--- src/rtl/lcd_instr_arbiter_if.sv ---
// rtl/lcd_instr_arbiter_if.sv - requester and instruction-FSM signal bundle for the LCD arbiter
interface lcd_instr_arbiter_if;
    logic       init_done;
    logic       req0;
    logic       req1;
    logic       lock0;
    logic       lock1;
    logic [9:0] instr0;
    logic [9:0] instr1;
    logic       ack0;
    logic       ack1;
    logic       gnt_id;
    logic       locked;
    logic       busy;
    logic       instr_fsm_enable;
    logic [9:0] instruction;
    logic       instr_fsm_done;

    modport slave (
        input  init_done, req0, req1, lock0, lock1, instr0, instr1, instr_fsm_done,
        output ack0, ack1, gnt_id, locked, busy, instr_fsm_enable, instruction
    );

    modport master (
        output init_done, req0, req1, lock0, lock1, instr0, instr1, instr_fsm_done,
        input  ack0, ack1, gnt_id, locked, busy, instr_fsm_enable, instruction
    );
endinterface

--- src/rtl/lcd_instr_arbiter.sv ---
// rtl/lcd_instr_arbiter.sv - round-robin, lockable two-port arbiter in front of the LCD instruction FSM
module lcd_instr_arbiter #(
    parameter int LOCK_TIMEOUT = 1024
) (
    input  logic               clk,
    input  logic               reset,
    lcd_instr_arbiter_if.slave bus
);
    localparam int CW = $clog2(LOCK_TIMEOUT + 1);

    typedef enum logic [1:0] {IDLE, ISSUE, ACK} state_t;

    state_t        state, state_d;
    logic [9:0]    instr_q, instr_d;
    logic          lock_bit_q, lock_bit_d;
    logic          gnt_q, gnt_d;
    logic          locked_q, locked_d;
    logic          ack0_q, ack0_d;
    logic          ack1_q, ack1_d;
    logic [CW-1:0] cnt_q, cnt_d;

    logic          owner_req;
    logic          win_valid;
    logic          win_id;

    always_ff @(posedge clk or posedge reset) begin
        if (reset) begin
            state      <= IDLE;
            instr_q    <= '0;
            lock_bit_q <= 1'b0;
            gnt_q      <= 1'b1;
            locked_q   <= 1'b0;
            ack0_q     <= 1'b0;
            ack1_q     <= 1'b0;
            cnt_q      <= '0;
        end else begin
            state      <= state_d;
            instr_q    <= instr_d;
            lock_bit_q <= lock_bit_d;
            gnt_q      <= gnt_d;
            locked_q   <= locked_d;
            ack0_q     <= ack0_d;
            ack1_q     <= ack1_d;
            cnt_q      <= cnt_d;
        end
    end

    // Winner selection: the lock owner alone while locked, otherwise round-robin on ties.
    always_comb begin
        owner_req = gnt_q ? bus.req1 : bus.req0;
        win_valid = 1'b0;
        win_id    = gnt_q;
        if (locked_q) begin
            win_valid = owner_req;
            win_id    = gnt_q;
        end else if (bus.req0 && bus.req1) begin
            win_valid = 1'b1;
            win_id    = ~gnt_q;
        end else if (bus.req0) begin
            win_valid = 1'b1;
            win_id    = 1'b0;
        end else if (bus.req1) begin
            win_valid = 1'b1;
            win_id    = 1'b1;
        end
    end

    always_comb begin
        state_d    = state;
        instr_d    = instr_q;
        lock_bit_d = lock_bit_q;
        gnt_d      = gnt_q;
        locked_d   = locked_q;
        ack0_d     = 1'b0;
        ack1_d     = 1'b0;
        cnt_d      = '0;
        case (state)
            IDLE: begin
                // An idle lock ages out; the release is visible one cycle later.
                if (locked_q && !owner_req && bus.init_done) begin
                    if (cnt_q == CW'(LOCK_TIMEOUT - 1)) begin
                        locked_d = 1'b0;
                        cnt_d    = '0;
                    end else begin
                        cnt_d = cnt_q + CW'(1);
                    end
                end
                if (bus.init_done && win_valid) begin
                    state_d    = ISSUE;
                    instr_d    = win_id ? bus.instr1 : bus.instr0;
                    lock_bit_d = win_id ? bus.lock1 : bus.lock0;
                    gnt_d      = win_id;
                end
            end
            ISSUE: begin
                if (bus.instr_fsm_done) begin
                    state_d  = ACK;
                    locked_d = lock_bit_q;
                    ack0_d   = ~gnt_q;
                    ack1_d   = gnt_q;
                end
            end
            ACK: begin
                state_d = IDLE;
            end
            default: begin
                state_d = IDLE;
            end
        endcase
    end

    assign bus.instruction      = instr_q;
    assign bus.ack0             = ack0_q;
    assign bus.ack1             = ack1_q;
    assign bus.gnt_id           = gnt_q;
    assign bus.locked           = locked_q;
    assign bus.busy             = (state != IDLE);
    // Masking with done keeps the FSM from seeing a second start on its completion cycle.
    assign bus.instr_fsm_enable = (state == ISSUE) && !bus.instr_fsm_done;
endmodule

--- src/flat_wrapper.sv ---
// flat-port wrapper written by rule: the top's interface ports become plain ports
module lcd_instr_arbiter_flat 
#(
    parameter int LOCK_TIMEOUT = 1024
)
  (clk, reset, bus_init_done, bus_req0, bus_req1, bus_lock0, bus_lock1, bus_instr0, bus_instr1, bus_instr_fsm_done, bus_ack0, bus_ack1, bus_gnt_id, bus_locked, bus_busy, bus_instr_fsm_enable, bus_instruction);
  lcd_instr_arbiter_if bus_i ();
  input  logic clk;
  input  logic reset;
  input wire logic [$bits(bus_i.init_done)-1:0] bus_init_done;
  input wire logic [$bits(bus_i.req0)-1:0] bus_req0;
  input wire logic [$bits(bus_i.req1)-1:0] bus_req1;
  input wire logic [$bits(bus_i.lock0)-1:0] bus_lock0;
  input wire logic [$bits(bus_i.lock1)-1:0] bus_lock1;
  input wire logic [$bits(bus_i.instr0)-1:0] bus_instr0;
  input wire logic [$bits(bus_i.instr1)-1:0] bus_instr1;
  input wire logic [$bits(bus_i.instr_fsm_done)-1:0] bus_instr_fsm_done;
  output wire logic [$bits(bus_i.ack0)-1:0] bus_ack0;
  output wire logic [$bits(bus_i.ack1)-1:0] bus_ack1;
  output wire logic [$bits(bus_i.gnt_id)-1:0] bus_gnt_id;
  output wire logic [$bits(bus_i.locked)-1:0] bus_locked;
  output wire logic [$bits(bus_i.busy)-1:0] bus_busy;
  output wire logic [$bits(bus_i.instr_fsm_enable)-1:0] bus_instr_fsm_enable;
  output wire logic [$bits(bus_i.instruction)-1:0] bus_instruction;
  assign bus_i.init_done = bus_init_done;
  assign bus_i.req0 = bus_req0;
  assign bus_i.req1 = bus_req1;
  assign bus_i.lock0 = bus_lock0;
  assign bus_i.lock1 = bus_lock1;
  assign bus_i.instr0 = bus_instr0;
  assign bus_i.instr1 = bus_instr1;
  assign bus_i.instr_fsm_done = bus_instr_fsm_done;
  assign bus_ack0 = bus_i.ack0;
  assign bus_ack1 = bus_i.ack1;
  assign bus_gnt_id = bus_i.gnt_id;
  assign bus_locked = bus_i.locked;
  assign bus_busy = bus_i.busy;
  assign bus_instr_fsm_enable = bus_i.instr_fsm_enable;
  assign bus_instruction = bus_i.instruction;
  lcd_instr_arbiter #(.LOCK_TIMEOUT(LOCK_TIMEOUT)) u_core (.clk(clk), .reset(reset), .bus(bus_i));
endmodule
--- config.mk ---
export PLATFORM = sky130hd
export DESIGN_NAME = lcd_instr_arbiter_flat
export DESIGN_NICKNAME = d
export VERILOG_FILES = /design/src/rtl/lcd_instr_arbiter_if.sv /design/src/rtl/lcd_instr_arbiter.sv /design/src/flat_wrapper.sv
export SDC_FILE = /design/constraint.sdc
export NUM_CORES = 1
export LEC_CHECK = 0
export BUFFER_PORTS_ARGS = -buffer_cell sky130_fd_sc_hd__buf_2
export CAP_MARGIN = 40
export CORE_UTILIZATION = 49
export DETAILED_ROUTE_END_ITERATION = 10
export GPL_TIMING_DRIVEN = 1
export PLACE_DENSITY = 0.88
export RECOVER_POWER = 25
export SETUP_SLACK_MARGIN = 0.5
export SKIP_CTS_REPAIR_TIMING = 1
export SLEW_MARGIN = 5
export SYNTH_ARGS = -nofsm -noshare
export SYNTH_HDL_FRONTEND = slang
export SYNTH_SLANG_ARGS = --single-unit
--- constraint.sdc ---
create_clock -name clk -period 1.98 [get_ports clk]
set_input_delay 0 -clock clk [delete_from_list [all_inputs] [get_ports clk]]
set_output_delay 0 -clock clk [all_outputs]
set_load 0.01 [all_outputs]
Word-level counts from Yosys, hierarchy flattened
Cells that the tools add are included.
Operators by class
  order comparisons: 0
  muxes and demuxes: 25
  add/subtract/negate cells: 1
  shift-type cells: 0
  div/mod/pow operators: 0
  multipliers: 0
  bitwise logic cells: 1
  equal/unequal tests: 6
  reductions and logical operators: 13
Operators with widths (count)
  $mux 11: 3
  $mux 1: 17
  $add 11x1->11 const B: 1
  $eq 11x10->1 const B: 1
  $mux 10: 1
  $ne 2x1->1 const B: 3
  $logic_and 1x1->1: 5
  $mux 2: 2
  $pmux 2 s2: 1
  $reduce_and 2->1: 2
  $reduce_and 4->1: 1
  $reduce_bool 2->1: 2
  $eq 2x1->1 const B: 1
  $logic_not 1->1: 2
  $logic_not 2->1: 1
  $ne 2x2->1 const B: 1
  $pmux 1 s2: 1
  $not 1->1: 1
Word-level totals
  bits in registers: 28
  output and inout bits: 16
  input port bits: 28
  memories: 0
  memory bits (read-only): 0
  bits in latches: 0
  memory bits (writable): 0

Longest topological paths before layout
  depth in word-level cells: 7
  mapped depth: 5

Least setup slack after synthesis
No wires, ideal clock.
  path type: register -> register
  from: register u_core.gnt_q (netlist: u_core.bus.gnt_id)
  to: register u_core.instr_q[0] (netlist: u_core.bus.instruction[0])
  data required time: 1854 ps
  path slack: 320 ps
  stages on the path, launching flop included: 5
  data arrival time: 1533 ps
  buffers on the path: 1
  path through: dfstp_2 -> mux2i_1 -> a2111oi_4 -> buf_2 -> a21oi_1
Between the ends
  cells in the longest elaborated chain, start to end: 5
  elaborated cells on any way between the ends: 10
  classes of those cells: mux (7); bitwise (1); reduce/logical (2)
Ends and longest elaborated chain
  start, declared: RTL line lcd_instr_arbiter.sv:16  | logic gnt_q, gnt_d;
  start signal, assigned: RTL line lcd_instr_arbiter.sv:40  | gnt_q <= gnt_d;
  $mux 1: RTL line lcd_instr_arbiter.sv:62  | end else if (bus.req1) begin
  $mux 1: RTL line lcd_instr_arbiter.sv:59  | end else if (bus.req0) begin
  $mux 1: RTL line lcd_instr_arbiter.sv:56  | end else if (bus.req0 && bus.req1) begin
  $mux 1: RTL line lcd_instr_arbiter.sv:53  | if (locked_q) begin
  $mux 10: RTL line lcd_instr_arbiter.sv:90  | instr_d = win_id ? bus.instr1 : bus.instr0;
  end signal, assigned: RTL line lcd_instr_arbiter.sv:38  | instr_q <= instr_d;
  end, declared: RTL line lcd_instr_arbiter.sv:14  | logic [9:0] instr_q, instr_d;
Parallel ways exist; a longest one is shown, timed or not.
A chain may end at the register's enable or synchronous reset.

Worst setup path in the final report
  from: register u_core.gnt_q (netlist: u_core.bus.gnt_id)
  to: register u_core.instr_q[5] (netlist: u_core.bus.instruction[5])
Same word-level chain as after synthesis.

==> out/results.md <==
| Stage | Result | Value |
|:---|:---|:---|
| status | Status | completed |
| yosys | Number of cells produced by synthesis | 122 |
| placed design | Placer congestion estimate | 0.776 |
| yosys | Register bit total from synthesis | 28 |
| setup path | Family with the most delay on the worst path | flip-flops |
| cts | Clock buffers created by TritonCTS | 3 |
| worst hold path | Hold crit path type | primary input to flop |
| layout | ANT cells | 0 |
| sta | PnR worst setup slack | 0.253 ns |
| routing | Count of antenna-violating nets left after detailed routing | 0 |
| setup path | Critical path peak fanout | 6 |
| sta | Period utilization | 87.2% |
| global routing | Gr busiest metal | met2 |
| setup path | Worst Path Arrival | 1.96 ns |
| yosys | Async SR Flop Fraction | 100% |
| sta | FMAX | 579 MHz |
| global routing | Met1 Usage GRT | 24.4% |
| routing | Initial DRC count | 22 |
| global routing | Met3 global-route usage | 8.33% |
| worst hold path | Hold path startpoint | bus_instr0[3] |
| cts | Clock insertion delay at the later pin of the skew report | 0.33 ns |
| power and ir drop | Worst IR Drop VDD | 0.00122 V |
| worst hold path | End of the worst hold path | u_core.bus.instruction[3] |
| layout | Net count, final | 232 |
| power and ir drop | Areal power density over the cells | 1140 nW/um2 |
| layout | Share of layout cells above drive strength 1 | 39.1% |
| sta | Slew Limit Headroom | 3.57% |
| sta | Worst clock skew | 0.00165 ns |
| global routing | Number of antenna violations at the first check in global routing | 0 |
| global routing | GRT Resource Usage Total | 20.5% |
| routing | Vias | 1269 |
| global routing | Largest net degree at the start of global routing | 29 |
| floorplanning | Initial core utilization | 52.1% |
| setup path | Worst r2r dst | u_core.bus.instruction[5] |
| routing | Final wirelength | 4270 um |
| yosys | Leading register cell type out of synthesis | sky130_fd_sc_hd__dfrtp_1 |
| yosys | Count of distinct cell types in the synthesized netlist | 28 |
| yosys | Synthesized netlist net count | 151 |
| cts | Bufs on Longest Clock Path | 2 |
| global routing | GR Util met2 | 32.5% |
| setup path | Slowest cell delay on critical path | 0.61 ns |
| routing | Drt drc | 0 |
| global routing | GRT overflow | 0 |
| layout | Most common cell after layout, fill and taps aside | sky130_fd_sc_hd__buf_2 |
| setup path | Number of cells on the worst reg-to-reg path | 6 |
| sta | Actual transition at the worst max-transition pin | 1.45 ns |
| setup path | Critical-path cell with the highest stage delay | sky130_fd_sc_hd__dfstp_2 |
| yosys | Average cell area after synthesis | 10.6 um2 |
| setup path | R2R setup slack | 0.25 ns |
| floorplanning | Total die area | 2840 um2 |
| layout | Signed area change from the synthesized netlist to the final layout | 55.2% |
| routing | Post-DR wirelength/cell | 18.4 um |
| placed design | Number of input and output port buffers inserted | 43 |
| yosys | Count of flip-flops with a built-in enable after synthesis | 0 |
| setup path | Critical path required time | 2.21 ns |
| layout | Leading cell types in the layout, fill and taps excluded | sky130_fd_sc_hd__buf_2, sky130_fd_sc_hd__dfrtp_1, sky130_fd_sc_hd__dlygate4sd3_1 |
| cts | Clk pin slew, worst setup/hold paths | 0.15 ns |
| setup path | Crit path top cell by count | sky130_fd_sc_hd__buf_4 |
| cts | Root Buffer | sky130_fd_sc_hd__clkbuf_4 |
| global routing | Via count of the first global-routing pass | 975 |
| sta | Number of endpoints with negative hold slack in the final report | 0 |
| setup path | Combined buffer and inverter count along the critical path | 2 |
| setup path | Startpoint class of the critical path | flop |
| sta | Setup_tns | 0 ns |
| sta | Max-slew violation total from the final report | 0 |
| setup path | Crit path capture type | flop |
| floorplanning | Top Ports | 44 |
| worst hold path | Hold Path Cell Cnt | 3 |
| cts | # clock sinks | 28 |
| yosys | Synth Warn # | 0 |
| setup path | Cell breakdown of the critical path | buf_4 > nand2_1 > o22ai_2 > buf_4 > mux2i_1 > a21oi_1 |
| setup path | Setup CP Type | flop to flop |
| routing | Via count normalized by instance count | 5.47 |
| yosys | Cell area after synthesis | 1290 um2 |
| flow run | Max Cap Violations | 0 |
| yosys | Register area share after synthesis | 54.4% |
| sta | Setup repair after global routing missed its margin | yes |
| floorplanning | Std-Cell Core Area | 2480 um2 |
| routing | Pre-antenna DRT Iters | 4 |
| cts | CTS tree | yes |
| setup path | Reg-to-Reg Start | u_core.bus.gnt_id |
| global routing | First-pass GRT wire length | 4120 um |
| sta | Minimum period implied by the final worst setup slack | 1.73 ns |
| floorplanning | Die boundary width | 53.3 um |
| placed design | Pre-CTS setup slack | 0.377 ns |
| power and ir drop | P_leak | 0.924 nW |
| floorplanning | Standard-cell rows | 18 |
| floorplanning | Die Ht | 53.3 um |
| sta | Setup violators final | 0 |
| cts | H-tree depth reported by CTS | 1 |
| placed design | Half-perimeter wire length after placement | 1960 um |
==> how the worst max path moves through the flow <==
stage | cells past startpoint | start | slack (ns) | to
after floorplan | 4 | u_core.bus.gnt_id | 0.45 | u_core.bus.instruction[3]
after global placement | 4 | u_core.bus.gnt_id | 0.44 | u_core.bus.gnt_id
after detailed placement | 5 | u_core.bus.gnt_id | 0.38 | u_core.bus.instruction[7]
after CTS | 5 | u_core.bus.gnt_id | 0.34 | u_core.bus.instruction[3]
after global routing | 4 | reset | 0.18 | u_core.state[0]
final | 6 | u_core.bus.gnt_id | 0.25 | u_core.bus.instruction[5]
==> flip-flops by register name, summed over array words and instances (netlist names) <==
name and flops:
u_core.cnt_q 11, u_core.bus.instruction 10, u_core.state 2, u_core.bus.ack0 1
u_core.bus.ack1 1, u_core.bus.gnt_id 1, u_core.bus.locked 1, u_core.lock_bit_q 1
==> layer usage <==
layer	up-vias	share of wire, %
met2	58	54
met1	619	37
met5	-	0
met4	0	3.2
li1	577	-
met3	15	5.7
==> through the flow <==
stage / hold slack, ns / instance area (um2) / total power (W) / std cells / util (%)
6_report: 0.00201 / 2000 / 0.00228 / 232 / 80.8
3_5_place_dp: 0.0860 / 1560 / 0.00162 / 196 / 63.0
3_3_place_gp: 0.0688 / 1560 / 0.00158 / 196 / 63.0
4_1_cts: -0.299 / 1610 / 0.00199 / 200 / 65.2
5_1_grt: -0.0154 / 2000 / 0.00238 / 232 / 80.8
2_1_floorplan: 0.0538 / 1310 / 0.00136 / 122 / -
==> report_power, final <==
part           switching [W]  internal (W)  total [W]
clock network       0.000169      0.000205   0.000374
logic               0.000531      0.000495    0.00103
registers           0.000147      0.000731   0.000879
total               0.000847       0.00143    0.00228
==> tightest hold or removal path, cell delays in order <==
cell                      delay [ns]
sky130_fd_sc_hd__buf_2          0.08
sky130_fd_sc_hd__mux2i_1        0.08
sky130_fd_sc_hd__a21oi_2        0.15
==> cell families after synthesis <==
logic type               count (synthesis)  share of synthesized area [%]
multiplexers                            13                           10.1
adder cells (fa/ha/maj)                  1                          0.970
XOR/XNOR                                 8                           5.43
flip-flops                              28                           54.4
AND/OR/NAND/NOR                         49                           18.0
AO/OA/AOI/OAI                           16                           8.24
buffers and inverters                    7                           2.81
==> cells in the mapped netlist (2+ instances only) <==
cell	instances	area (um2)
sky130_fd_sc_hd__a21oi_1	11	55.1
sky130_fd_sc_hd__and2_1	2	12.5
sky130_fd_sc_hd__and3_1	3	18.8
sky130_fd_sc_hd__buf_2	2	10.0
sky130_fd_sc_hd__dfrtp_1	27	676
sky130_fd_sc_hd__inv_1	4	15.0
sky130_fd_sc_hd__mux2i_1	13	130
sky130_fd_sc_hd__nand2_1	7	26.3
sky130_fd_sc_hd__nand3_1	4	20.0
sky130_fd_sc_hd__nor2_1	23	86.3
sky130_fd_sc_hd__nor3b_1	2	15.0
sky130_fd_sc_hd__or2_2	2	12.5
sky130_fd_sc_hd__xnor2_1	4	35.0
sky130_fd_sc_hd__xor2_1	4	35.0
==> cell type report <==
type | instances | area (um2)
Sequential cell | 28 | 702
Multi-Input combinational cell | 88 | 653
Timing Repair Buffer | 78 | 542
Fill cell | 136 | 475
Tap cell | 30 | 37.5
Clock inverter | 1 | 30.0
Clock buffer | 3 | 22.5
Inverter | 4 | 15.0
(Power assumes the default switching activity.)
